## src/rtl/spgd_adc_integrator.sv

```systemverilog
// spgd_adc_integrator: ADC-side responder to the SPGD ADC_EN/ADC_DONE handshake.
// Discards a settling window, integrates 2^SAMPLE_LOG2 samples, then holds the result.
module spgd_adc_integrator #(
  parameter int ADC_WIDTH     = 14,
  parameter int ACC_WIDTH     = 32,
  parameter int SETTLE_CYCLES = 10,
  parameter int SAMPLE_LOG2   = 10
) (
  input  logic                 ADC_CLK,
  input  logic                 ADC_RSTN,
  input  logic                 ADC_EN,
  input  logic [ADC_WIDTH-1:0] ADC_DATA,
  output logic                 ADC_DONE,
  output logic [ACC_WIDTH-1:0] J_SUM,
  output logic [ADC_WIDTH-1:0] J_MEAN,
  output logic                 OVERRANGE,
  output logic [1:0]           ADC_STATE
);

  localparam int SET_W = $clog2(SETTLE_CYCLES + 1);
  localparam int SMP_W = SAMPLE_LOG2 + 1;
  localparam int CNT_W = (SET_W > SMP_W) ? SET_W : SMP_W;

  localparam logic [CNT_W-1:0] SETTLE_LAST =
    CNT_W'((SETTLE_CYCLES > 0) ? SETTLE_CYCLES - 1 : 0);
  localparam logic [CNT_W-1:0] SAMPLE_LAST =
    CNT_W'((1 << SAMPLE_LOG2) - 1);

  localparam logic [ADC_WIDTH-1:0] FS_MAX =
    {1'b0, {(ADC_WIDTH-1){1'b1}}};
  localparam logic [ADC_WIDTH-1:0] FS_MIN =
    {1'b1, {(ADC_WIDTH-1){1'b0}}};

  typedef enum logic [1:0] {
    IDLE   = 2'b00,
    SETTLE = 2'b01,
    ACCUM  = 2'b10,
    DONE   = 2'b11
  } state_t;

  state_t state;
  state_t state_nxt;

  logic [CNT_W-1:0]     cnt;
  logic [ACC_WIDTH-1:0] acc;
  logic                 sticky;
  logic [ACC_WIDTH-1:0] j_sum;
  logic                 ovr;

  logic                 settle_end;
  logic                 accum_end;
  logic                 full_scale;
  logic [ACC_WIDTH-1:0] sample_ext;
  logic [ACC_WIDTH-1:0] acc_sum;

  assign settle_end = (cnt == SETTLE_LAST);
  assign accum_end  = (cnt == SAMPLE_LAST);
  assign full_scale = (ADC_DATA == FS_MAX) ||
                      (ADC_DATA == FS_MIN);
  assign sample_ext = ACC_WIDTH'($signed(ADC_DATA));
  assign acc_sum    = acc + sample_ext;

  // State register
  always_ff @(posedge ADC_CLK or negedge ADC_RSTN) begin
    if (!ADC_RSTN) begin
      state <= IDLE;
    end else begin
      state <= state_nxt;
    end
  end

  // Next state: dropping ADC_EN anywhere returns to IDLE
  always_comb begin
    state_nxt = state;
    unique case (state)
      IDLE: begin
        if (ADC_EN) begin
          state_nxt = (SETTLE_CYCLES == 0) ? ACCUM : SETTLE;
        end
      end
      SETTLE: begin
        if (!ADC_EN) begin
          state_nxt = IDLE;
        end else if (settle_end) begin
          state_nxt = ACCUM;
        end
      end
      ACCUM: begin
        if (!ADC_EN) begin
          state_nxt = IDLE;
        end else if (accum_end) begin
          state_nxt = DONE;
        end
      end
      DONE: begin
        if (!ADC_EN) begin
          state_nxt = IDLE;
        end
      end
      default: state_nxt = IDLE;
    endcase
  end

  // Counter, accumulator and result capture; aborts simply leave
  // the partial sum behind, it is cleared on the next request
  always_ff @(posedge ADC_CLK or negedge ADC_RSTN) begin
    if (!ADC_RSTN) begin
      cnt    <= '0;
      acc    <= '0;
      sticky <= 1'b0;
      j_sum  <= '0;
      ovr    <= 1'b0;
    end else begin
      unique case (state)
        IDLE: begin
          if (ADC_EN) begin
            cnt    <= '0;
            acc    <= '0;
            sticky <= 1'b0;
          end
        end
        SETTLE: begin
          if (ADC_EN) begin
            cnt <= settle_end ? '0 : cnt + 1'b1;
          end
        end
        ACCUM: begin
          if (ADC_EN) begin
            acc    <= acc_sum;
            sticky <= sticky | full_scale;
            cnt    <= cnt + 1'b1;
            if (accum_end) begin
              cnt   <= '0;
              j_sum <= acc_sum;
              ovr   <= sticky | full_scale;
            end
          end
        end
        default: ;
      endcase
    end
  end

  assign ADC_DONE  = (state == DONE);
  assign ADC_STATE = state;
  assign J_SUM     = j_sum;
  assign OVERRANGE = ovr;
  assign J_MEAN    = ADC_WIDTH'($signed(j_sum) >>> SAMPLE_LOG2);

endmodule

```

## config.mk

```make
export PLATFORM = sky130hd
export DESIGN_NAME = spgd_adc_integrator
export DESIGN_NICKNAME = d
export VERILOG_FILES = /design/src/rtl/spgd_adc_integrator.sv
export SDC_FILE = /design/constraint.sdc
export NUM_CORES = 1
export LEC_CHECK = 0
export CAP_MARGIN = 20
export CELL_PAD_IN_SITES_DETAIL_PLACEMENT = 0
export CELL_PAD_IN_SITES_GLOBAL_PLACEMENT = 1
export CORE_MARGIN = 4
export CORE_UTILIZATION = 44
export CTS_BUF_LIST = sky130_fd_sc_hd__clkbuf_2
export CTS_CLUSTER_DIAMETER = 120
export CTS_CLUSTER_SIZE = 14
export DETAILED_ROUTE_END_ITERATION = 10
export HOLD_SLACK_MARGIN = 0.05
export PLACE_DENSITY = 0.91
export RECOVER_POWER = 25
export SYNTH_ARGS = -nofsm -noshare
export SYNTH_HDL_FRONTEND = slang
export SYNTH_SLANG_ARGS = --single-unit
```

## constraint.sdc

```tcl
create_clock -name ADC_CLK -period 3.4 [get_ports ADC_CLK]
set_input_delay 0.34 -clock ADC_CLK [delete_from_list [all_inputs] [get_ports ADC_CLK]]
set_output_delay 0.34 -clock ADC_CLK [all_outputs]
set_load 0.02 [all_outputs]
```

==> impl_metrics.py, run 1 <==
metrics = {
    "routing": {
        "drc_errors": 0,
        "detail_route.first_pass.iterations": 4,
        "drtIter0Drc": 157,
        "route.detailed.vias_per_inst": 5.426,
        "post_drt_wl_per_cell_um": 14.98,
        "totalWireLength_um": 10650,
        "postRouteAntennaNets": 0,
        "detailroute.via_count": 3858,
    },
    "synthesis": {
        "synthArstFlopShare_pct": 100.0,
        "synth_compound_gate_area_share_pct": 19.69,
        "netlist_instances": 510,
        "synth_edf_count": 0,
        "dominant_combinational_cell_family_by_area_after_synthesis": "compound AO/OA/AOI/OAI gates",
        "synthFlopType": "sky130_fd_sc_hd__dfrtp_1",
        "syn_nets": 566,
        "part_of_the_yosys_area_used_for_sequential_elements_pct": 41.37,
        "synth_fa_ha_area_share_pct": 10.37,
        "synth.area.top_cells": "sky130_fd_sc_hd__dfrtp_1 (41%), sky130_fd_sc_hd__ha_1 (10%), sky130_fd_sc_hd__nand2_1 (5.5%), sky130_fd_sc_hd__o21ai_1 (4.7%), sky130_fd_sc_hd__xor2_1 (4.6%)",
        "ys_top_cells_by_count": "sky130_fd_sc_hd__dfrtp_1 (79), sky130_fd_sc_hd__nand2_1 (70), sky130_fd_sc_hd__o21ai_1 (45)",
        "synthesis.yosys.warnings": 0,
        "synth.most_common_cell": "sky130_fd_sc_hd__dfrtp_1",
        "post_synth_and_or_nand_nor_area_fraction_pct": 14.85,
        "ys_seq_elements": 79,
        "avgSynthCellArea_um2": 9.369,
        "yosys.area.top_type": "sky130_fd_sc_hd__dfrtp_1",
        "synth-xor-area-share_pct": 6.782,
        "synth_top_cell_area_share_pct": 41.37,
        "synth_mux_area_share_pct": 2.592,
        "syn-cell-area_mm2": 0.004778,
        "synth_cell_types": 52,
    },
    "critical_path": {
        "critPathCaptureType": "register",
        "critical_path.startpoint": "acc[0]",
        "rr_startpoint": "acc[0]",
        "worstPathRequired_ps": 3830,
        "crit_path_max_fanout": 3,
        "rr_endpoint": "J_SUM[26]",
        "worstSetupStartpointType": "register",
        "rrSetupSlack_ps": 450,
        "timing.reg2reg.worst_path_depth": 11,
        "timing.critical_path.slowest_cell_delay_ps": 430,
        "timing_worst_setup_path_type": "register to register",
        "slowest_stage": "sky130_fd_sc_hd__dfrtp_1",
        "path_cells": "ha_1, fa_1, a21oi_1, o21ai_1, a32oi_1, o22ai_1, a31oi_1, o31ai_1, a31oi_1, xor2_1, o21ai_1",
        "critical_path_arrival_ps": 3380,
    },
    "placement": {
        "final_estimated_routing_congestion_in_global_placement": 0.8553,
        "dp.cells": 694,
        "place_hpwl_um": 7845,
        "standard_cell_area_after_detailed_placement_mm2": 0.005535,
        "dp_slack_ps": 63.08,
        "portBuffers": 66,
    },
    "clock_network": {
        "clock_insertion_delay_worst_skew_ps": 540,
        "clockRootBuffer": "sky130_fd_sc_hd__clkbuf_2",
        "clkTransAtPathRegs_ps": 230,
        "clock_path_buffers": 2,
        "cts_num_sinks": 79,
        "htreeDepth": 3,
        "num_cts_buffers": 9,
        "postCtsResizedCells": 0,
        "clock_tree_from_tritoncts": "yes",
    },
    "timing": {
        "post-route-worst-setup-slack_ps": 445.9,
        "rsz0062_at_grt": "false",
        "worst_pin_slew_ps": 1824,
        "final-max-slew-violation-count": 75,
        "setup_tns_ps": 0,
        "hold-worst-slack_ps": 165.7,
        "post_route_fraction_of_the_period_consumed_by_the_critical_path_pct": 86.89,
        "layout_min_cycle_time_ps": 2954,
        "final_hold_viol_count": 0,
        "relSlewSlack_pct": -21.62,
        "clock-skew-final_ps": 29.35,
        "setup-violations-final": 0,
        "timing.fmax_ghz": 0.3385,
    },
    "global_route": {
        "grt_resource_usage_total_pct": 17.54,
        "first_global_vias": 3948,
        "grt_start_max_net_pins": 80,
        "grt_remaining_overflow": 0,
        "grt_antenna_before_repair": 0,
        "first_pass_grt_wire_length_um": 18370,
    },
    "floorplanning": {
        "die_h_um": 112.2,
        "rows": 37,
        "die-area_mm2": 0.01259,
        "core_area_mm2": 0.01046,
        "pin_count": 67,
        "die_x_um": 112.2,
        "initial_utilization_pct": 45.67,
    },
    "status": {
        "failed_checks": "capacitance limit, slew limit",
        "status": "finished with violations",
    },
    "cells_and_area": {
        "stdcell_area_mm2": 0.005673,
        "share_of_cells_above_drive_strength_1_pct": 6.609,
        "layoutNonFillerInstCount": 711,
        "layout-area-overhead-vs-synth_pct": 18.72,
        "final_util_pct": 54.22,
        "num-nets-final": 627,
        "insertedDiodeCount": 0,
    },
    "power_and_ir_drop": {
        "p_leak_nw": 2.627,
        "power_per_cell_area_mw_per_mm2": 569.4,
        "max-vdd-ir-drop_uv": 239.7,
        "power.total_mw": 3.230,
    },
    "min_path": {
        "min-delay-path-class": "input port to async pin",
    },
    "run": {
        "maxCapViolations": 1,
    },
}
## logic make-up after synthesis
family                   count (synthesis)
AND/OR/NAND/NOR                        156
AO/OA/AOI/OAI                          147
flip-flops                              79
buffers and inverters                   41
adder cells (fa/ha/maj)                 39
XOR/XNOR                                37
multiplexers                            11
## power breakdown
part | internal [mW] | total, mW | switching [mW] | leakage [nW]
clock network | 0.243 | 0.574 | 0.331 | 0.0757
logic | 0.595 | 1.50 | 0.902 | 1.46
registers | 1.07 | 1.16 | 0.0915 | 1.10
total | 1.91 | 3.23 | 1.32 | 2.63
## cell type report
cell class	instances	area [µm²]
inverters	11	41.29
well taps	136	170.2
multi-input cells	390	2599
clock inverters	4	71.32
fillers	983	4790
repair buffers	80	759.5
flip-flops and latches	79	1977
clock buffers	11	55.05
## placed cells by master (no fill, tap or decap), types with 6 or more instances in the layout
master and instances:
sky130_fd_sc_hd__nand3_1 8, sky130_fd_sc_hd__a21oi_1 29, sky130_fd_sc_hd__nor2b_1 7, sky130_fd_sc_hd__o21ai_1 44, sky130_fd_sc_hd__mux2_1 10, sky130_fd_sc_hd__nand4_1 6, sky130_fd_sc_hd__a22o_1 11, sky130_fd_sc_hd__clkbuf_2 12
sky130_fd_sc_hd__clkdlybuf4s50_1 65, sky130_fd_sc_hd__xor2_1 25, sky130_fd_sc_hd__nor2_1 37, sky130_fd_sc_hd__nor4_1 6, sky130_fd_sc_hd__a21o_1 14, sky130_fd_sc_hd__buf_4 12, sky130_fd_sc_hd__inv_1 11, sky130_fd_sc_hd__xnor2_1 12
sky130_fd_sc_hd__ha_1 38, sky130_fd_sc_hd__nand2_1 70, sky130_fd_sc_hd__o21ai_0 17, sky130_fd_sc_hd__o31ai_1 6, sky130_fd_sc_hd__dfrtp_1 79
## worst max-delay path, delay by kind of cell (launching register included)
family,cells,cell delay (ps)
adder cells (fa/ha/maj),2,620
flip-flops,1,430
AO/OA/AOI/OAI,8,1580
XOR/XNOR,1,220
## state kept, by name, summed over array words and instances, names as in the netlist
register,cells
ADC_STATE,2
cnt,11
acc,32
OVERRANGE,1
J_SUM,32
sticky,1
## repair_timing
item,CTS,global route
buffers inserted,0,0
setup endpoints to repair,0,0
hold endpoints to repair,79,0
hold buffers,1,0
## layer usage
layer	part of all wire, %	routed length (µm)	global-route usage, %
met5	0	0	0
met3	4.5	484	3.612
met4	1.7	184	5.609
met1	46	4920	22.78
met2	48	5059	29.40
## how the worst max path moves through the flow
stage	cells past startpoint	to	slack [ps]
floorplan	10	acc[31]	650
global placement	12	J_SUM[29]	120
detailed placement	12	J_SUM[26]	60
CTS	11	J_SUM[26]	460
global route	11	J_SUM[26]	230
finish	11	J_SUM[26]	450
(Power assumes the default switching activity.)
==> run 2: changes to the inputs <==
--- a/config.mk
+++ b/config.mk
@@ -17,6 +17,7 @@
 export HOLD_SLACK_MARGIN = 0.05
 export PLACE_DENSITY = 0.91
 export RECOVER_POWER = 25
+export REMOVE_ABC_BUFFERS = 1
 export SYNTH_ARGS = -nofsm -noshare
 export SYNTH_HDL_FRONTEND = slang
 export SYNTH_SLANG_ARGS = --single-unit
==> run 2 against run 1 <==
  * The run still ends with capacitance limit, slew limit left
  * Worst hold slack better by 350 ps
  * Core utilization up 0.66 points
  * Sequential share of layout area down 0.42 points
  * Clock power down 0.7%
  * Power up 1.4%
  * Final area up 1.2%
  * Final cell count up 0.98%
  * Register-to-register slack worse by 20 ps
  * Combinational power up 3%
  * Largest power group unchanged
==> impl_metrics.py, run 2 (synthesis results as in run 1) <==
metrics = {
    "floorplanning": {
        "rows": 37,
        "pin_count": 67,
        "die_h_um": 112.2,
        "initial_utilization_pct": 45.67,
        "die_x_um": 112.2,
        "core_area_mm2": 0.01046,
        "die-area_mm2": 0.01259,
    },
    "critical_path": {
        "critical_path_arrival_ps": 3380,
        "rr_endpoint": "J_SUM[28]",
        "critical-path-top-cell-by-count": "sky130_fd_sc_hd__o21ai_1",
        "worstSetupStartpointType": "register",
        "crit_family": "compound AO/OA/AOI/OAI gates",
        "timing.reg2reg.worst_path_depth": 12,
        "path_cells": "ha_1, fa_1, a21oi_1, o21ai_1, a32oi_1, o22ai_1, a31oi_1, buf_4, o21ai_1, a21oi_1, xor2_1, o21ai_1",
        "crit_path_max_fanout": 3,
        "critPathCaptureType": "register",
        "rr_startpoint": "acc[0]",
        "timing.critical_path.slowest_cell_delay_ps": 430,
        "cp.buffers_inverters": 1,
        "worstPathRequired_ps": 3810,
        "rrSetupSlack_ps": 430,
        "timing_worst_setup_path_type": "register to register",
        "slowest_stage": "sky130_fd_sc_hd__dfrtp_1",
    },
    "timing": {
        "final-max-slew-violation-count": 39,
        "worst_pin_slew_ps": 2136,
        "timing.fmax_ghz": 0.3363,
        "final_hold_viol_count": 0,
        "setup_tns_ps": 0,
        "post_route_fraction_of_the_period_consumed_by_the_critical_path_pct": 87.46,
        "setup-violations-final": 0,
        "relSlewSlack_pct": -42.40,
        "clock-skew-final_ps": 14.40,
        "rsz0062_at_grt": "false",
        "layout_min_cycle_time_ps": 2974,
    },
    "routing": {
        "route.detailed.vias_per_inst": 5.469,
        "detail_route.first_pass.iterations": 4,
        "drc_errors": 0,
        "post_drt_wl_per_cell_um": 15.15,
        "postRouteAntennaNets": 0,
        "totalWireLength_um": 10880,
        "drtIter0Drc": 207,
        "detailroute.via_count": 3927,
    },
    "clock_network": {
        "clockRootBuffer": "sky130_fd_sc_hd__clkbuf_2",
        "clock_path_buffers": 2,
        "cts_num_sinks": 79,
        "clock_tree_from_tritoncts": "yes",
        "num_cts_buffers": 9,
        "htreeDepth": 3,
        "clock_insertion_delay_worst_skew_ps": 530,
        "clkTransAtPathRegs_ps": 210,
    },
    "status": {
        "status": "finished with violations",
        "failed_checks": "capacitance limit, slew limit",
    },
    "power_and_ir_drop": {
        "max-vdd-ir-drop_uv": 253.5,
        "power.switching_mw": 1.345,
        "power_switching_share_pct": 41.06,
        "power.share.sequential_pct": 35.5,
        "p_leak_nw": 2.666,
        "clkPwrFrac_pct": 17.4,
        "share_comb_of_total_power_pct": 47.1,
        "power_per_cell_area_mw_per_mm2": 570.4,
        "p_int_mw": 1.930,
    },
    "placement": {
        "standard_cell_area_after_detailed_placement_mm2": 0.005580,
        "final_estimated_routing_congestion_in_global_placement": 0.9849,
        "place_hpwl_um": 7960,
        "portBuffers": 66,
    },
    "cells_and_area": {
        "share_of_cells_above_drive_strength_1_pct": 7.904,
        "layout-area-overhead-vs-synth_pct": 20.16,
        "insertedDiodeCount": 0,
        "filler_cell_count_in_the_final_layout": 974,
        "stdcell_area_mm2": 0.005742,
        "layout.cells.most_common_list": "sky130_fd_sc_hd__dfrtp_1 (79), sky130_fd_sc_hd__nand2_1 (70), sky130_fd_sc_hd__clkdlybuf4s50_1 (65), sky130_fd_sc_hd__o21ai_1 (44), sky130_fd_sc_hd__ha_1 (38)",
        "mostFrequentLayoutCell": "sky130_fd_sc_hd__dfrtp_1",
        "num-nets-final": 633,
    },
    "global_route": {
        "grt_antenna_before_repair": 0,
        "grt_start_max_net_pins": 80,
        "grt_resource_usage_total_pct": 17.86,
        "first_pass_grt_wire_length_um": 18670,
        "grt_remaining_overflow": 0,
        "first_global_vias": 3939,
    },
    "run": {
        "maxCapViolations": 1,
    },
    "min_path": {
        "min-delay-path-class": "register to register",
        "hold_depth": 2,
        "holdPathEnd": "J_SUM[4]",
        "hold_path_startpoint": "J_SUM[4]",
    },
}
[run 2: worst max path at each step]
stage	from	to	slack [ps]	depth (start not counted)
final	acc[0]	J_SUM[28]	430	12
after global routing	acc[0]	J_SUM[30]	200	12
after CTS	acc[8]	acc[31]	440	10
after detailed placement	ADC_DATA[8]	acc[31]	9	11
after global placement	ADC_DATA[0]	J_SUM[30]	10	13
after floorplan	ADC_STATE[0]	J_SUM[0]	360	5
[run 2: final cells by class]
| cell class | instances | area [µm²] | share of cell area [%] |
|---|---|---|---|
| Multi-Input combinational cell | 390 | 2599 | 45.26 |
| Sequential cell | 79 | 1977 | 34.43 |
| Clock inverter | 6 | 85.08 | 1.482 |
| Clock buffer | 10 | 50.05 | 0.8716 |
| Tap cell | 136 | 170.2 | 2.964 |
| Inverter | 11 | 41.29 | 0.7191 |
| Timing Repair Buffer | 86 | 819.5 | 14.27 |
[run 2: metrics by stage]
step	utilization (%)	worst slack (ps)	hold slack (ps)	std cells	total power [mW]
detailed placement	53.34	9.034	476.2	700	2.709
global route	54.88	201.9	548.6	718	3.551
floorplan	-	359.6	44.41	480	2.257
global placement	53.34	10.96	466.9	700	2.671
finish	54.88	426.4	512.7	718	3.275
CTS	54.72	437.4	473.3	717	3.302
[run 2: worst register-to-register path: stages, from the launching register on]
cell and delay, ps:
sky130_fd_sc_hd__dfrtp_1 430, sky130_fd_sc_hd__ha_1 220, sky130_fd_sc_hd__fa_1 420, sky130_fd_sc_hd__a21oi_1 210
sky130_fd_sc_hd__o21ai_1 120, sky130_fd_sc_hd__a32oi_1 270, sky130_fd_sc_hd__o22ai_1 170, sky130_fd_sc_hd__a31oi_1 190
sky130_fd_sc_hd__buf_4 150, sky130_fd_sc_hd__o21ai_1 120, sky130_fd_sc_hd__a21oi_1 240, sky130_fd_sc_hd__xor2_1 250
sky130_fd_sc_hd__o21ai_1 80
[run 2: routing by layer]
| layer | wire length, µm | vias to the layer above | global-route usage (%) |
|---|---|---|---|
| li1 | - | 1939 | - |
| met1 | 5048 | 1870 | 24.18 |
| met2 | 5131 | 100 | 28.76 |
| met3 | 516 | 18 | 4.043 |
| met4 | 184 | 0 | 5.288 |
| met5 | 0 | - | 0 |
[run 2: repair_timing]
| action | 4_1_cts | 5_1_grt |
|---|---|---|
| hold buffers | 1 | 0 |
| setup buffers | 0 | 0 |
| hold endpoints to repair | 79 | 0 |
| resized for setup | 0 | 0 |
| endpoints found under the setup margin | 0 | 0 |
[run 2: power by group through the flow]
stage          Combinational, mW  Sequential, mW  Clock (mW)
2_1_floorplan               1.09            1.17           0
3_3_place_gp                1.49            1.18           0
3_5_place_dp                1.53            1.18           0
4_1_cts                     1.54            1.16       0.602
5_1_grt                     1.73            1.18       0.638
6_report                    1.54            1.16       0.570
==> run 3: changes to the inputs <==
--- a/config.mk
+++ b/config.mk
@@ -8,6 +8,7 @@
 export CAP_MARGIN = 20
 export CELL_PAD_IN_SITES_DETAIL_PLACEMENT = 0
 export CELL_PAD_IN_SITES_GLOBAL_PLACEMENT = 1
+export CORE_ASPECT_RATIO = 0.6
 export CORE_MARGIN = 4
 export CORE_UTILIZATION = 44
 export CTS_BUF_LIST = sky130_fd_sc_hd__clkbuf_2
==> run 3 against run 2 <==
  * Final cell count up 0.84%
  * Die area grew 0.43%
  * Sequential cell count unchanged
  * Critical endpoint unchanged
  * The flow still finishes with violations (capacitance limit, slew limit)
  * Highest routed layer unchanged
  * Clock-buffer cell count unchanged
  * Critical path depth down 1
  * Register-to-register slack lost 20 ps
  * Global-route usage increased by 1.7 points
  * Maximum frequency shrank 0.58%
  * Power decreased by 0.59%
==> impl_metrics.py, run 3 (synthesis results as in run 1) <==
metrics = {
    "clock_network": {
        "cts_num_sinks": 79,
        "clock_path_buffers": 2,
        "cts.repair_timing.setup_buffer_count": 0,
        "num_cts_buffers": 9,
        "clock_insertion_delay_worst_skew_ps": 530,
        "htreeDepth": 3,
        "clock_tree_from_tritoncts": "yes",
        "clkTransAtPathRegs_ps": 210,
        "clockRootBuffer": "sky130_fd_sc_hd__clkbuf_2",
        "ctsHoldBuffers": 1,
        "postCtsResizedCells": 0,
    },
    "critical_path": {
        "worstPathRequired_ps": 3830,
        "timing_worst_setup_path_type": "register to register",
        "worstSetupStartpointType": "register",
        "crit_path_max_fanout": 3,
        "critPathCaptureType": "register",
        "critical_path_arrival_ps": 3420,
    },
    "routing": {
        "detail_route.wirelength.met1_um": 6071,
        "postRouteAntennaNets": 0,
        "drtIter0Drc": 192,
        "routed-wl-met2_um": 4790,
        "totalWireLength_um": 11640,
        "highest_layer": "met4",
        "post_drt_wl_per_cell_um": 16.08,
        "detailroute.via_count": 3947,
        "detail_route.first_pass.iterations": 5,
        "detailroute.wirelength.met3_um": 628,
        "route.detailed.vias_per_inst": 5.452,
        "drc_errors": 0,
    },
    "placement": {
        "portBuffers": 66,
        "final_estimated_routing_congestion_in_global_placement": 0.9545,
        "place_hpwl_um": 8547,
    },
    "floorplanning": {
        "pin_count": 67,
        "initial_utilization_pct": 45.10,
        "rows": 29,
        "die_x_um": 142.5,
        "core_area_mm2": 0.01060,
        "die-area_mm2": 0.01265,
        "die_h_um": 88.72,
    },
    "timing": {
        "layout_min_cycle_time_ps": 2991,
        "setup_tns_ps": 0,
        "final_hold_viol_count": 0,
        "worst_pin_slew_ps": 2152,
        "relSlewSlack_pct": -43.49,
        "final-max-slew-violation-count": 39,
        "rsz0062_at_grt": "false",
        "post_route_fraction_of_the_period_consumed_by_the_critical_path_pct": 87.97,
        "setup-violations-final": 0,
        "clock-skew-final_ps": 9.440,
        "timing.fmax_ghz": 0.3343,
    },
    "power_and_ir_drop": {
        "power.share.sequential_pct": 35.8,
        "power_per_cell_area_mw_per_mm2": 565.5,
        "power.switching_mw": 1.390,
        "power_switching_share_pct": 42.69,
        "power.total_mw": 3.256,
        "share_comb_of_total_power_pct": 48.7,
        "p_leak_nw": 2.679,
        "clkPwrFrac_pct": 15.5,
        "p_int_mw": 1.866,
        "max-vdd-ir-drop_uv": 278.1,
    },
    "cells_and_area": {
        "share_of_cells_above_drive_strength_1_pct": 8.376,
        "multiInputGateArea_mm2": 0.002599,
        "filler_cell_count_in_the_final_layout": 945,
        "insertedDiodeCount": 0,
        "mostFrequentLayoutCell": "sky130_fd_sc_hd__dfrtp_1",
        "num-nets-final": 636,
        "layout-area-overhead-vs-synth_pct": 20.48,
        "layout.cells.most_common_list": "sky130_fd_sc_hd__dfrtp_1 (79), sky130_fd_sc_hd__nand2_1 (70), sky130_fd_sc_hd__clkdlybuf4s50_1 (65), sky130_fd_sc_hd__o21ai_1 (44), sky130_fd_sc_hd__ha_1 (38)",
        "sequential_cell_area_mm2": 0.001977,
    },
    "run": {
        "maxCapViolations": 1,
    },
    "status": {
        "status": "finished with violations",
        "failed_checks": "capacitance limit, slew limit",
    },
    "global_route": {
        "grt_antenna_before_repair": 0,
        "grt_start_max_net_pins": 80,
        "grt_remaining_overflow": 0,
        "grt_resource_usage_total_pct": 19.57,
        "first_global_vias": 3986,
        "first_pass_grt_wire_length_um": 19640,
    },
    "min_path": {
        "min-delay-path-class": "register to register",
    },
}
run 3: changes by cell type in the layout (fill, tap and decap cells not counted), sizes merged:
cell	before	now
clkinvlp	2	1
clkinv	2	4
buf	19	22
bufinv	2	1
run 3: final timing paths:
path / endpoint / slack (ps) / startpoint / cells after the start
worst max-delay path: J_SUM[28] / 410 / acc[0] / 11
worst min-delay path: J_SUM[29] / 510 / J_SUM[29] / 2
worst max register to register: J_SUM[28] / 410 / acc[0] / 11
worst min register to register: J_SUM[29] / 510 / J_SUM[29] / 2
max in group asynchronous: acc[13] / 1240 / ADC_RSTN / 2
min in group asynchronous: J_SUM[31] / 930 / ADC_RSTN / 2
run 3: critical path, cell delays in order (launching register included):
cell	delay, ps
sky130_fd_sc_hd__dfrtp_1	440
sky130_fd_sc_hd__ha_1	210
sky130_fd_sc_hd__fa_1	410
sky130_fd_sc_hd__a21oi_1	200
sky130_fd_sc_hd__o21ai_1	110
sky130_fd_sc_hd__a32oi_1	270
sky130_fd_sc_hd__o22ai_1	160
sky130_fd_sc_hd__a31oi_1	280
sky130_fd_sc_hd__o21ai_1	200
sky130_fd_sc_hd__a21oi_1	270
sky130_fd_sc_hd__xor2_1	250
sky130_fd_sc_hd__o21ai_1	90
run 3: cell type report:
cell class	instances	share of cell area (%)
Clock inverter	6	1.065
Clock buffer	10	0.8694
Sequential cell	79	34.34
Multi-Input combinational cell	390	45.14
Tap cell	139	3.021
Timing Repair Buffer	89	14.84
Inverter	11	0.7172
run 3: per-stage QoR:
stage	setup slack [ps]	util, %	std cells	cell area (µm²)	hold slack (ps)
final	409.1	54.33	724	5757	513.9
after global routing	226.3	54.33	724	5757	533.5
after global placement	97.50	53.04	706	5619	466.1
after detailed placement	16.76	53.04	706	5619	475.1
after CTS	453.9	54.18	723	5741	480.0
after floorplan	359.6	-	480	4612	44.41
run 3: layer usage:
metal,global-route usage (%),vias to the layer above
li1,-,1945
met1,29.20,1868
met2,28.71,122
met3,4.212,12
met4,5.436,0
met5,0,-
run 3: power groups by stage:
stage	Sequential [mW]	Combinational, mW	Clock (mW)
global route	1.19	1.77	0.564
finish	1.17	1.59	0.504
floorplan	1.17	1.09	0
CTS	1.16	1.57	0.524
global placement	1.17	1.51	0
detailed placement	1.18	1.57	0
